### config.mk
export PLATFORM = sky130hd
export DESIGN_NAME = audio_level_meter
export DESIGN_NICKNAME = d
export VERILOG_FILES = /design/src/rtl/audio_level_meter.sv
export SDC_FILE = /design/constraint.sdc
export NUM_CORES = 1
export LEC_CHECK = 0
export ABC_AREA = 1
export ABC_CLOCK_PERIOD_IN_PS = 11650
export CAP_MARGIN = 0
export CELL_PAD_IN_SITES_DETAIL_PLACEMENT = 0
export CELL_PAD_IN_SITES_GLOBAL_PLACEMENT = 1
export CORE_UTILIZATION = 44
export DETAILED_ROUTE_END_ITERATION = 10
export GPL_ROUTABILITY_DRIVEN = 0
export PLACE_DENSITY_LB_ADDON = 0.1
export SLEW_MARGIN = 20
export SYNTH_ARGS = -nofsm -noshare
export SYNTH_HDL_FRONTEND = slang
export SYNTH_SLANG_ARGS = --single-unit
export TNS_END_PERCENT = 50
### constraint.sdc
create_clock -name clk -period 11.65 [get_ports clk]
set_input_delay 2.33 -clock clk [delete_from_list [all_inputs] [get_ports clk]]
set_output_delay 2.33 -clock clk [all_outputs]
set_load 0.02 [all_outputs]
### src/rtl/audio_level_meter.sv
// Multi-channel audio level meter: per-window mean |x|, peak, held peak with timed
// release, quiet-window noise floor and clip flag, published on a valid/ready handshake.
module audio_level_meter #(
    parameter int W            = 16,
    parameter int NUM_CH       = 2,
    parameter int LOG2_WIN     = 10,
    parameter int HOLD_WINDOWS = 4
) (
    input  logic                clk,
    input  logic                reset,
    input  logic                quiet_period,
    input  logic [NUM_CH*W-1:0] in_data,
    input  logic                in_valid,
    output logic                in_ready,
    output logic [NUM_CH*W-1:0] out_mean,
    output logic [NUM_CH*W-1:0] out_peak,
    output logic [NUM_CH*W-1:0] out_hold,
    output logic [NUM_CH*W-1:0] out_noise,
    output logic [NUM_CH-1:0]   out_clip,
    output logic                out_valid,
    input  logic                out_ready
);
    typedef enum logic {ACCUM = 1'b0, PUBLISH = 1'b1} state_e;

    localparam int SW  = W + LOG2_WIN;
    localparam int HCW = (HOLD_WINDOWS > 1) ? $clog2(HOLD_WINDOWS) : 1;
    localparam logic [W-1:0]   NEG_FS    = {1'b1, {(W-1){1'b0}}};
    localparam logic [W-1:0]   POS_MAX   = {1'b0, {(W-1){1'b1}}};
    localparam logic [HCW-1:0] HOLD_LAST = HCW'(HOLD_WINDOWS - 1);

    state_e              state_q, state_d;
    logic [LOG2_WIN-1:0] cnt_q, cnt_d;
    logic                quiet_all_q, quiet_all_d;
    logic                out_valid_q, out_valid_d;
    logic [NUM_CH-1:0]   clip_acc_q, clip_acc_d;
    logic [NUM_CH-1:0]   clip_q, clip_d;
    logic [SW-1:0]       sum_q      [NUM_CH];
    logic [SW-1:0]       sum_d      [NUM_CH];
    logic [W-1:0]        run_peak_q [NUM_CH];
    logic [W-1:0]        run_peak_d [NUM_CH];
    logic [W-1:0]        mean_q     [NUM_CH];
    logic [W-1:0]        mean_d     [NUM_CH];
    logic [W-1:0]        peak_q     [NUM_CH];
    logic [W-1:0]        peak_d     [NUM_CH];
    logic [W-1:0]        hold_q     [NUM_CH];
    logic [W-1:0]        hold_d     [NUM_CH];
    logic [W-1:0]        noise_q    [NUM_CH];
    logic [W-1:0]        noise_d    [NUM_CH];
    logic [HCW-1:0]      rel_q      [NUM_CH];
    logic [HCW-1:0]      rel_d      [NUM_CH];

    logic [W-1:0]        mag        [NUM_CH];
    logic [NUM_CH-1:0]   is_neg_fs;
    logic                accept;
    logic                last_beat;

    // Negative full scale has no positive twin, so it saturates and flags clipping.
    always_comb begin
        for (int c = 0; c < NUM_CH; c++) begin
            is_neg_fs[c] = (in_data[c*W +: W] == NEG_FS);
            if (is_neg_fs[c]) begin
                mag[c] = POS_MAX;
            end else if (in_data[c*W+W-1]) begin
                mag[c] = -in_data[c*W +: W];
            end else begin
                mag[c] = in_data[c*W +: W];
            end
        end
    end

    assign accept    = in_valid && (state_q == ACCUM);
    assign last_beat = accept && (cnt_q == {LOG2_WIN{1'b1}});

    always_comb begin
        state_d     = state_q;
        cnt_d       = cnt_q;
        quiet_all_d = quiet_all_q;
        out_valid_d = out_valid_q;
        clip_acc_d  = clip_acc_q;
        clip_d      = clip_q;
        sum_d       = sum_q;
        run_peak_d  = run_peak_q;
        mean_d      = mean_q;
        peak_d      = peak_q;
        hold_d      = hold_q;
        noise_d     = noise_q;
        rel_d       = rel_q;
        case (state_q)
            ACCUM: begin
                if (accept) begin
                    cnt_d       = cnt_q + 1'b1;
                    quiet_all_d = quiet_all_q & quiet_period;
                    clip_acc_d  = clip_acc_q | is_neg_fs;
                    for (int c = 0; c < NUM_CH; c++) begin
                        sum_d[c]      = sum_q[c] + SW'(mag[c]);
                        run_peak_d[c] = (mag[c] > run_peak_q[c]) ? mag[c] : run_peak_q[c];
                    end
                    if (last_beat) begin
                        state_d     = PUBLISH;
                        out_valid_d = 1'b1;
                        clip_d      = clip_acc_d;
                        for (int c = 0; c < NUM_CH; c++) begin
                            mean_d[c] = W'(sum_d[c] >> LOG2_WIN);
                            peak_d[c] = run_peak_d[c];
                            if (run_peak_d[c] >= hold_q[c] || rel_q[c] == HOLD_LAST) begin
                                hold_d[c] = run_peak_d[c];
                                rel_d[c]  = '0;
                            end else begin
                                rel_d[c]  = rel_q[c] + 1'b1;
                            end
                            if (quiet_all_d) begin
                                noise_d[c] = W'(sum_d[c] >> LOG2_WIN);
                            end
                        end
                    end
                end
            end
            PUBLISH: begin
                if (out_ready) begin
                    state_d     = ACCUM;
                    out_valid_d = 1'b0;
                    quiet_all_d = 1'b1;
                    clip_acc_d  = '0;
                    for (int c = 0; c < NUM_CH; c++) begin
                        sum_d[c]      = '0;
                        run_peak_d[c] = '0;
                    end
                end
            end
            default: state_d = ACCUM;
        endcase
    end

    always_ff @(posedge clk or posedge reset) begin
        if (reset) begin
            state_q     <= ACCUM;
            cnt_q       <= '0;
            quiet_all_q <= 1'b1;
            out_valid_q <= 1'b0;
            clip_acc_q  <= '0;
            clip_q      <= '0;
            for (int c = 0; c < NUM_CH; c++) begin
                sum_q[c]      <= '0;
                run_peak_q[c] <= '0;
                mean_q[c]     <= '0;
                peak_q[c]     <= '0;
                hold_q[c]     <= '0;
                noise_q[c]    <= '0;
                rel_q[c]      <= '0;
            end
        end else begin
            state_q     <= state_d;
            cnt_q       <= cnt_d;
            quiet_all_q <= quiet_all_d;
            out_valid_q <= out_valid_d;
            clip_acc_q  <= clip_acc_d;
            clip_q      <= clip_d;
            for (int c = 0; c < NUM_CH; c++) begin
                sum_q[c]      <= sum_d[c];
                run_peak_q[c] <= run_peak_d[c];
                mean_q[c]     <= mean_d[c];
                peak_q[c]     <= peak_d[c];
                hold_q[c]     <= hold_d[c];
                noise_q[c]    <= noise_d[c];
                rel_q[c]      <= rel_d[c];
            end
        end
    end

    always_comb begin
        for (int c = 0; c < NUM_CH; c++) begin
            out_mean[c*W +: W]  = mean_q[c];
            out_peak[c*W +: W]  = peak_q[c];
            out_hold[c*W +: W]  = hold_q[c];
            out_noise[c*W +: W] = noise_q[c];
        end
    end

    assign out_clip  = clip_q;
    assign out_valid = out_valid_q;
    assign in_ready  = (state_q == ACCUM);

endmodule
==> summary.txt, run 1 <==
Worst hold path
  – Worst Hold Launch: out_noise[11]
  – Worst hold path depth: 2
  – Type of the worst min-delay path: register to register
  – Capture endpoint of the worst hold path: out_noise[11]

Yosys
  – Number of synthesized flops with an enable pin: 0
  – Net count after synthesis: 2212
  – Yosys warning total: 0
  – Post-Syn Instances: 2072
  – Synth Cell Area: 14600 µm²
  – Mean instance size in the synthesized netlist: 7.02 µm²
  – Combinational family with the most area after synthesis: simple AND/OR/NAND/NOR gates
  – Main synth FF type: sky130_fd_sc_hd__dfrtp_1
  – Seq cells post-synth: 233
  – Unique cell type count in the Yosys netlist: 44
  – XOR/XNOR Fraction of Synth Area: 0.0193
  – Share of flip-flops with an asynchronous set or reset: 1.00
  – Share of the synthesized area in compound gates (AO/OA/AOI/OAI): 0.0594
  – Multiplexer share of the synthesized area: 0
  – Adder-cell share of the synthesized area: 0.0896
  – Sequential share of the synthesized area: 0.401
  – Post-Synth Simple-Gate Area: 0.353

Critical path
  – Crit. End Element: register
  – Cell mode on critical path: sky130_fd_sc_hd__nand2_1
  – Startpoint of the worst-slack reg-to-reg timing path: run_peak_q[11]
  – Reg2Reg Capture Point: out_hold[26]
  – Count of cells along the worst register-to-register path: 18
  – Slowest library cell on the worst path: sky130_fd_sc_hd__clkdlybuf4s50_1
  – Sort of element at the start of the critical path: input pin
  – Reg-to-reg setup timing slack: 7.24 ns
  – Critical path data required time: 12.09 ns
  – Crit path arrival time: 8.09 ns
  – Peak per-stage delay on the critical path: 0.93 ns
  – Critical Path, Cell by Cell: clkdlybuf4s50_1 -> inv_1 -> nor2_1 -> inv_1 -> nor2_1 -> nand2_1 -> nor2_1 -> ha_1 -> nand2_1 -> nor3_1 -> nand3_1 -> nand2_1 -> nand2_1 -> nand2_1 -> ha_1 -> a21oi_1 -> o21a_1 -> nand2_1 -> nand2_1 -> nand4_1 -> nand2_1 -> inv_1 -> nand2_1 -> nand2_1
  – Maximum fanout count along the critical path: 20
  – Critical path type: input pin to register

Clock tree
  – CTS Sinks: 233
  – Clock slew at reported path FFs: 0.06 ns
  – Post-CTS Setup Bufs: 0
  – Inserted Clock Buffers: 27
  – Maximum count of clock buffers along a single path: 3
  – Cell chosen for the clock root: sky130_fd_sc_hd__clkbuf_16
  – Number of buffers inserted by hold repair at cts: 0
  – Number of gates resized after CTS: 0
  – H-tree depth: 1
  – Clock latency on the worst-skew pair: 0.55 ns
  – CTS tree: yes

Floorplan
  – I/O Pins: 169
  – Die Outline Area: 33800 µm²
  – Area of the placeable core: 32500 µm²
  – Total number of placement rows: 66
  – Die Y-Extent: 184 µm
  – Chip width: 184 µm
  – Effective utilization at floorplan: 0.447

Detailed routing
  – Routed length per instance: 15.0 µm
  – DR top layer: met4
  – Met1 wire length: 19100 µm
  – Count of TritonRoute iterations in the first routing pass: 5
  – Via count: 13.6k
  – Total Routed Length: 40300 µm
  – Violation count after the first detailed-route iteration: 834
  – Met2 WL post-DR: 18100 µm
  – DRC errors left: 0
  – Via density: 5.08
  – Amount of wire on met3 after detailed routing: 2420 µm
  – Post-detailed-route count of antenna-violating nets: 0

STA
  – Final setup violation count: 0
  – Crit path time final: 7.65 ns
  – Max transition margin: 0.280
  – Slew of the pin with the lowest slew margin: 1.08 ns
  – RSZ-0062 raised after global routing: false
  – Total negative slack: 0 ns
  – Pins over their slew limit: 0
  – Achievable Freq: 131 MHz
  – Final count of hold timing violations: 0
  – Final worst-path cycle share: 0.657
  – Worst-case clock skew: 0.0175 ns

Status
  – Result of the run: finished, final reports clean

Finish
  – Finished Cell Area: 17600 µm²
  – Post-layout net count: 2363
  – Antenna cell count: 0
  – Fraction of layout cells with a size suffix above 1: 0.0344
  – Area Growth Syn to Fin: 20.8%
  – Most common cell after layout, fill and taps aside: sky130_fd_sc_hd__nand2_1
  – Utilization after layout: 0.540
  – Leading cell types in the layout, fill and taps excluded: 906 x sky130_fd_sc_hd__nand2_1, 232 x sky130_fd_sc_hd__dfrtp_1, 227 x sky130_fd_sc_hd__inv_1

Global routing
  – Total overflow reported by the global router: 0
  – Initial antenna violation count: 0
  – Vias in the first global route: 13.0k
  – Global-route usage over all layers: 0.243
  – Global-route wire length before repair: 66700 µm
  – Pin count of the biggest net entering global routing: 105

Pwr
  – Overall power: 3.34 mW
  – Leakage: 9.49 nW
  – Fraction of power consumed by combinational cells: 0.406
  – Part of the total power dissipated in the clock network: 0.280
  – Fraction of power consumed by sequential logic: 0.314
  – Switching power share of the total: 0.406
  – Power per cell area: 190 nW/µm²
  – Worst vdd rail ir drop: 0.117 mV
  – Switching power: 1.36 mW
  – Design internal power: 1.99 mW

Place
  – Number of port buffers: 168
  – DP Area: 16600 µm²
  – Post-DP HPWL: 29400 µm

Flow run
  – Total of max-cap violations: 0
-- synthesized netlist by cell type, types with 2 or more instances --
cell / number / share of area
sky130_fd_sc_hd__a31oi_1: 2 / 0.00086
sky130_fd_sc_hd__buf_4: 5 / 0.0026
sky130_fd_sc_hd__nand2_1: 906 / 0.23
sky130_fd_sc_hd__nand4_1: 27 / 0.012
sky130_fd_sc_hd__o21bai_1: 3 / 0.0015
sky130_fd_sc_hd__dfrtp_1: 232 / 0.40
sky130_fd_sc_hd__buf_2: 10 / 0.0034
sky130_fd_sc_hd__a22o_1: 2 / 0.0012
sky130_fd_sc_hd__nor2_2: 2 / 0.00086
sky130_fd_sc_hd__xnor2_1: 10 / 0.0060
sky130_fd_sc_hd__nand2_4: 2 / 0.0015
sky130_fd_sc_hd__nor2_1: 112 / 0.029
sky130_fd_sc_hd__nand3b_1: 6 / 0.0031
sky130_fd_sc_hd__a21o_1: 2 / 0.0010
sky130_fd_sc_hd__o22ai_1: 3 / 0.0013
sky130_fd_sc_hd__o21a_1: 4 / 0.0021
sky130_fd_sc_hd__inv_2: 4 / 0.0010
sky130_fd_sc_hd__nor3_1: 11 / 0.0038
sky130_fd_sc_hd__nor2_4: 2 / 0.0015
sky130_fd_sc_hd__or2_2: 6 / 0.0026
sky130_fd_sc_hd__fa_1: 2 / 0.0028
sky130_fd_sc_hd__nand3_1: 172 / 0.059
sky130_fd_sc_hd__xor2_1: 22 / 0.013
sky130_fd_sc_hd__o21ai_0: 66 / 0.023
sky130_fd_sc_hd__clkinv_2: 2 / 0.00069
sky130_fd_sc_hd__inv_1: 228 / 0.059
sky130_fd_sc_hd__buf_1: 9 / 0.0023
sky130_fd_sc_hd__a32o_1: 4 / 0.0028
sky130_fd_sc_hd__clkbuf_1: 25 / 0.0064
sky130_fd_sc_hd__ha_1: 101 / 0.087
sky130_fd_sc_hd__buf_6: 3 / 0.0023
sky130_fd_sc_hd__nand3_2: 3 / 0.0021
sky130_fd_sc_hd__a21oi_1: 71 / 0.024
sky130_fd_sc_hd__nor4_1: 3 / 0.0013
-- worst max-delay path, delay by kind of cell --
family / cells / cell delay [ns]
compound gates: 2 / 0.31
fa+ha+maj: 2 / 0.48
buf+inv: 4 / 1.54
simple gates: 16 / 3.42
-- how the worst max path moves through the flow --
stage                           start       endpoint  slack, ns  cells past startpoint
final                     in_data[31]   out_hold[26]       4.00                     24
after global routing      in_data[15]    out_hold[0]       3.31                     25
after CTS                 in_data[15]    out_hold[1]       4.01                     25
after detailed placement  in_data[15]   out_hold[13]       3.45                     25
after global placement    in_data[15]   out_hold[13]       3.40                     25
after floorplan                 reset  clip_acc_q[0]       2.93                      1
-- power groups by stage --
stage	registers, mW	logic, mW	clock network [mW]
2_1_floorplan	1.02	1.03	0
3_3_place_gp	1.06	1.34	0
3_5_place_dp	1.06	1.35	0
4_1_cts	1.05	1.36	0.960
5_1_grt	1.07	1.58	0.991
6_report	1.05	1.36	0.937
-- registers in the layout (all words and copies together), names as in the netlist --
signal	flops
state_q	1
out_valid	1
out_peak	32
cnt_q	10
sum_q	52
out_clip	2
rel_q	4
out_noise	32
quiet_all_q	1
out_mean	32
out_hold	32
run_peak_q	32
clip_acc_q	2
-- layer usage --
metal  up-vias  track usage
met3        56       0.0420
met1      6369        0.336
met4         0       0.0520
met2       353        0.397
met5         -            0
li1       6853            -
-- through the flow --
| step | std cells | setup WS (ns) | hold WS (ns) |
|---|---|---|---|
| after floorplan | 2072 | 2.93 | 0.455 |
| after global placement | 2636 | 3.40 | 0.454 |
| after detailed placement | 2636 | 3.45 | 0.458 |
| after CTS | 2682 | 4.01 | 0.473 |
| after global routing | 2682 | 3.31 | 0.490 |
| final | 2682 | 4.00 | 0.468 |
-- cell families after synthesis --
family | Yosys count
AOI/OAI and AO/OA | 160
xor gates and xnor gates | 32
adders and majority gates | 103
buffers and inverters | 286
DFF | 233
and+or+nand+nor | 1258
-- area by class of cell --
cell class | count | area, µm²
Clock buffer | 34 | 752
Clock inverter | 12 | 225
Fill cell | 3209 | 15000
Inverter | 234 | 890
Multi-Input combinational cell | 1553 | 7600
Sequential cell | 233 | 5830
Tap cell | 442 | 553
Timing Repair Buffer | 174 | 1730
Note: power is estimated with default switching activity, not from simulation.
==> run 2, diff against run 1 <==
--- a/config.mk
+++ b/config.mk
@@ -6,11 +6,11 @@
 export NUM_CORES = 1
 export LEC_CHECK = 0
 export ABC_AREA = 1
-export ABC_CLOCK_PERIOD_IN_PS = 11650
+export ABC_CLOCK_PERIOD_IN_PS = 8000
 export CAP_MARGIN = 0
 export CELL_PAD_IN_SITES_DETAIL_PLACEMENT = 0
 export CELL_PAD_IN_SITES_GLOBAL_PLACEMENT = 1
-export CORE_UTILIZATION = 44
+export CORE_UTILIZATION = 41
 export DETAILED_ROUTE_END_ITERATION = 10
 export GPL_ROUTABILITY_DRIVEN = 0
 export PLACE_DENSITY_LB_ADDON = 0.1
==> constraint.sdc (replaced) <==
create_clock -name clk -period 8 [get_ports clk]
set_input_delay 1.6 -clock clk [delete_from_list [all_inputs] [get_ports clk]]
set_output_delay 1.6 -clock clk [all_outputs]
set_load 0.02 [all_outputs]
==> summary.txt, run 2 (synthesized netlist as in run 1, its figures left out) <==
Status
  – Result of the run: finished, final reports clean

Pwr
  – Power per cell area: 270 nW/µm²
  – Fraction of power consumed by sequential logic: 0.323
  – Part of the total power dissipated in the clock network: 0.253
  – Switching power share of the total: 0.421
  – Fraction of power consumed by combinational cells: 0.424
  – Switching power: 1.98 mW
  – Worst vdd rail ir drop: 0.148 mV
  – Design internal power: 2.73 mW
  – Leakage: 9.43 nW

Global routing
  – Initial antenna violation count: 0
  – Pin count of the biggest net entering global routing: 160
  – Vias in the first global route: 13.1k
  – Global-route wire length before repair: 68000 µm
  – Global-route usage over all layers: 0.233
  – Total overflow reported by the global router: 0

Worst hold path
  – Type of the worst min-delay path: register to register
  – Worst Hold Launch: out_noise[11]
  – Capture endpoint of the worst hold path: out_noise[11]
  – Worst hold path depth: 2

Critical path
  – Reg2Reg Capture Point: out_hold[22]
  – Sort of element at the start of the critical path: input pin
  – Critical path type: input pin to register
  – Maximum fanout count along the critical path: 18
  – Launch point of the critical path: in_data[15]
  – Count of cells along the worst register-to-register path: 17
  – Crit path arrival time: 7.44 ns
  – Crit. End Element: register
  – Reg-to-reg setup timing slack: 3.65 ns
  – Critical path data required time: 8.45 ns
  – Startpoint of the worst-slack reg-to-reg timing path: run_peak_q[11]

Clock tree
  – Number of buffers inserted by hold repair at cts: 0
  – Inserted Clock Buffers: 27
  – CTS Sinks: 233
  – Clock slew at reported path FFs: 0.06 ns
  – Cell chosen for the clock root: sky130_fd_sc_hd__clkbuf_16
  – H-tree depth: 1
  – Clock latency on the worst-skew pair: 0.56 ns
  – Maximum count of clock buffers along a single path: 3
  – Number of gates resized after CTS: 0
  – CTS tree: yes
  – Post-CTS Setup Bufs: 0

Place
  – Placed Cells: 2650
  – Dpl ws: 0.384 ns
  – Post-DP HPWL: 30000 µm
  – Number of port buffers: 168

STA
  – Worst-case clock skew: 0.0149 ns
  – Setup slack of the critical path after layout: 1.01 ns
  – Worst Hold Slack: 0.473 ns
  – Slew of the pin with the lowest slew margin: 1.08 ns
  – Final count of hold timing violations: 0
  – Final worst-path cycle share: 0.874
  – RSZ-0062 raised after global routing: false
  – Crit path time final: 6.99 ns
  – Max transition margin: 0.277
  – Achievable Freq: 143 MHz
  – Final setup violation count: 0
  – Pins over their slew limit: 0
  – Total negative slack: 0 ns

Finish
  – Fraction of layout cells with a size suffix above 1: 0.0325
  – Max FFs per register: 52
  – Leading cell types in the layout, fill and taps excluded: 906 x sky130_fd_sc_hd__nand2_1, 232 x sky130_fd_sc_hd__dfrtp_1, 227 x sky130_fd_sc_hd__inv_1
  – Number of fillers in the final layout: 3565
  – Post-layout net count: 2364
  – Area Growth Syn to Fin: 20.1%
  – Antenna cell count: 0
  – Final non-filler cell total: 2699
  – Most common cell after layout, fill and taps aside: sky130_fd_sc_hd__nand2_1
  – Register ranked first by flip-flop count: sum_q
  – Area used by sequential logic in the layout: 5830 µm²
  – Total area of multi-input combinational cells: 7600 µm²

Floorplan
  – Die Y-Extent: 190 µm
  – I/O Pins: 169
  – Die Outline Area: 36300 µm²
  – Chip width: 190 µm
  – Effective utilization at floorplan: 0.419
  – Area of the placeable core: 34700 µm²
  – Total number of placement rows: 68

Detailed routing
  – Count of TritonRoute iterations in the first routing pass: 7
  – Violation count after the first detailed-route iteration: 749
  – Post-detailed-route count of antenna-violating nets: 0
  – Via count: 13.5k
  – Via density: 4.99
  – Total Routed Length: 41300 µm
  – DRC errors left: 0
  – Routed length per instance: 15.3 µm

Flow run
  – Total of max-cap violations: 0
==> run 2: changes by cell type in the layout (fill, tap and decap cells not counted) <==
cell and delta:
sky130_fd_sc_hd__inv_8 -1, sky130_fd_sc_hd__clkinvlp_4 -1, sky130_fd_sc_hd__buf_12 +1, sky130_fd_sc_hd__buf_4 +1
sky130_fd_sc_hd__buf_6 -1, sky130_fd_sc_hd__clkbuf_8 -1, sky130_fd_sc_hd__clkinv_4 -1, sky130_fd_sc_hd__clkinv_2 +4
sky130_fd_sc_hd__bufinv_16 -5, sky130_fd_sc_hd__clkbuf_1 +8
==> run 2: how the worst max path moves through the flow <==
stage	end	slack, ns	cells after the start
2_1_floorplan	clip_acc_q[0]	0.01	1
3_3_place_gp	out_hold[13]	0.39	25
3_5_place_dp	out_hold[12]	0.38	25
4_1_cts	out_hold[11]	0.96	25
5_1_grt	out_hold[12]	0.36	25
6_report	out_hold[13]	1.01	25
==> run 2: final cells by class <==
type | instances | share of cell area
Multi-Input combinational cell | 1553 | 0.435
Sequential cell | 233 | 0.334
Timing Repair Buffer | 175 | 0.100
Inverter | 234 | 0.0509
Clock buffer | 41 | 0.0440
Tap cell | 455 | 0.0326
Clock inverter | 8 | 0.00387
==> run 2: metrics by stage <==
step	cell area, µm²	power, mW	utilization
finish	17500	4.71	0.503
global route	17500	5.15	0.503
CTS	17500	4.76	0.503
detailed placement	16600	3.54	0.479
global placement	16600	3.51	0.479
floorplan	14600	2.99	-
==> run 2: power groups by stage <==
| stage | combinational [mW] | clock (mW) | sequential, mW |
|---|---|---|---|
| after floorplan | 1.50 | 0 | 1.49 |
| final | 2.00 | 1.19 | 1.52 |
| after detailed placement | 2.00 | 0 | 1.54 |
| after global routing | 2.33 | 1.27 | 1.55 |
| after global placement | 1.96 | 0 | 1.54 |
| after CTS | 2.01 | 1.23 | 1.52 |
==> run 2: layer usage <==
layer  global-route usage  up-vias  routed length, µm
met5                    0        -                  0
met2                0.361      329              17800
met1                0.332     6219              20200
met4               0.0535        0                715
li1                     -     6862                  -
met3               0.0456       48               2660
==> run 2: critical path, stage by stage <==
cell and delay (ns):
sky130_fd_sc_hd__clkdlybuf4s50_1 0.85, sky130_fd_sc_hd__inv_2 0.12, sky130_fd_sc_hd__nor2_1 0.21, sky130_fd_sc_hd__inv_1 0.11
sky130_fd_sc_hd__nor3_2 0.15, sky130_fd_sc_hd__nand3_1 0.35, sky130_fd_sc_hd__nand3_1 0.38, sky130_fd_sc_hd__ha_1 0.17
sky130_fd_sc_hd__nand2_1 0.04, sky130_fd_sc_hd__inv_1 0.07, sky130_fd_sc_hd__nand3_1 0.07, sky130_fd_sc_hd__nor2_1 0.14
sky130_fd_sc_hd__nand4_1 0.53, sky130_fd_sc_hd__nand2_1 0.71, sky130_fd_sc_hd__nand2_1 0.10, sky130_fd_sc_hd__nand2_1 0.18
sky130_fd_sc_hd__ha_1 0.28, sky130_fd_sc_hd__a21oi_1 0.14, sky130_fd_sc_hd__o21ai_0 0.08, sky130_fd_sc_hd__nor2_1 0.15
sky130_fd_sc_hd__nand4_1 0.23, sky130_fd_sc_hd__nand2_4 0.26, sky130_fd_sc_hd__clkinv_2 0.31, sky130_fd_sc_hd__nand2_1 0.15
sky130_fd_sc_hd__nand2_1 0.05
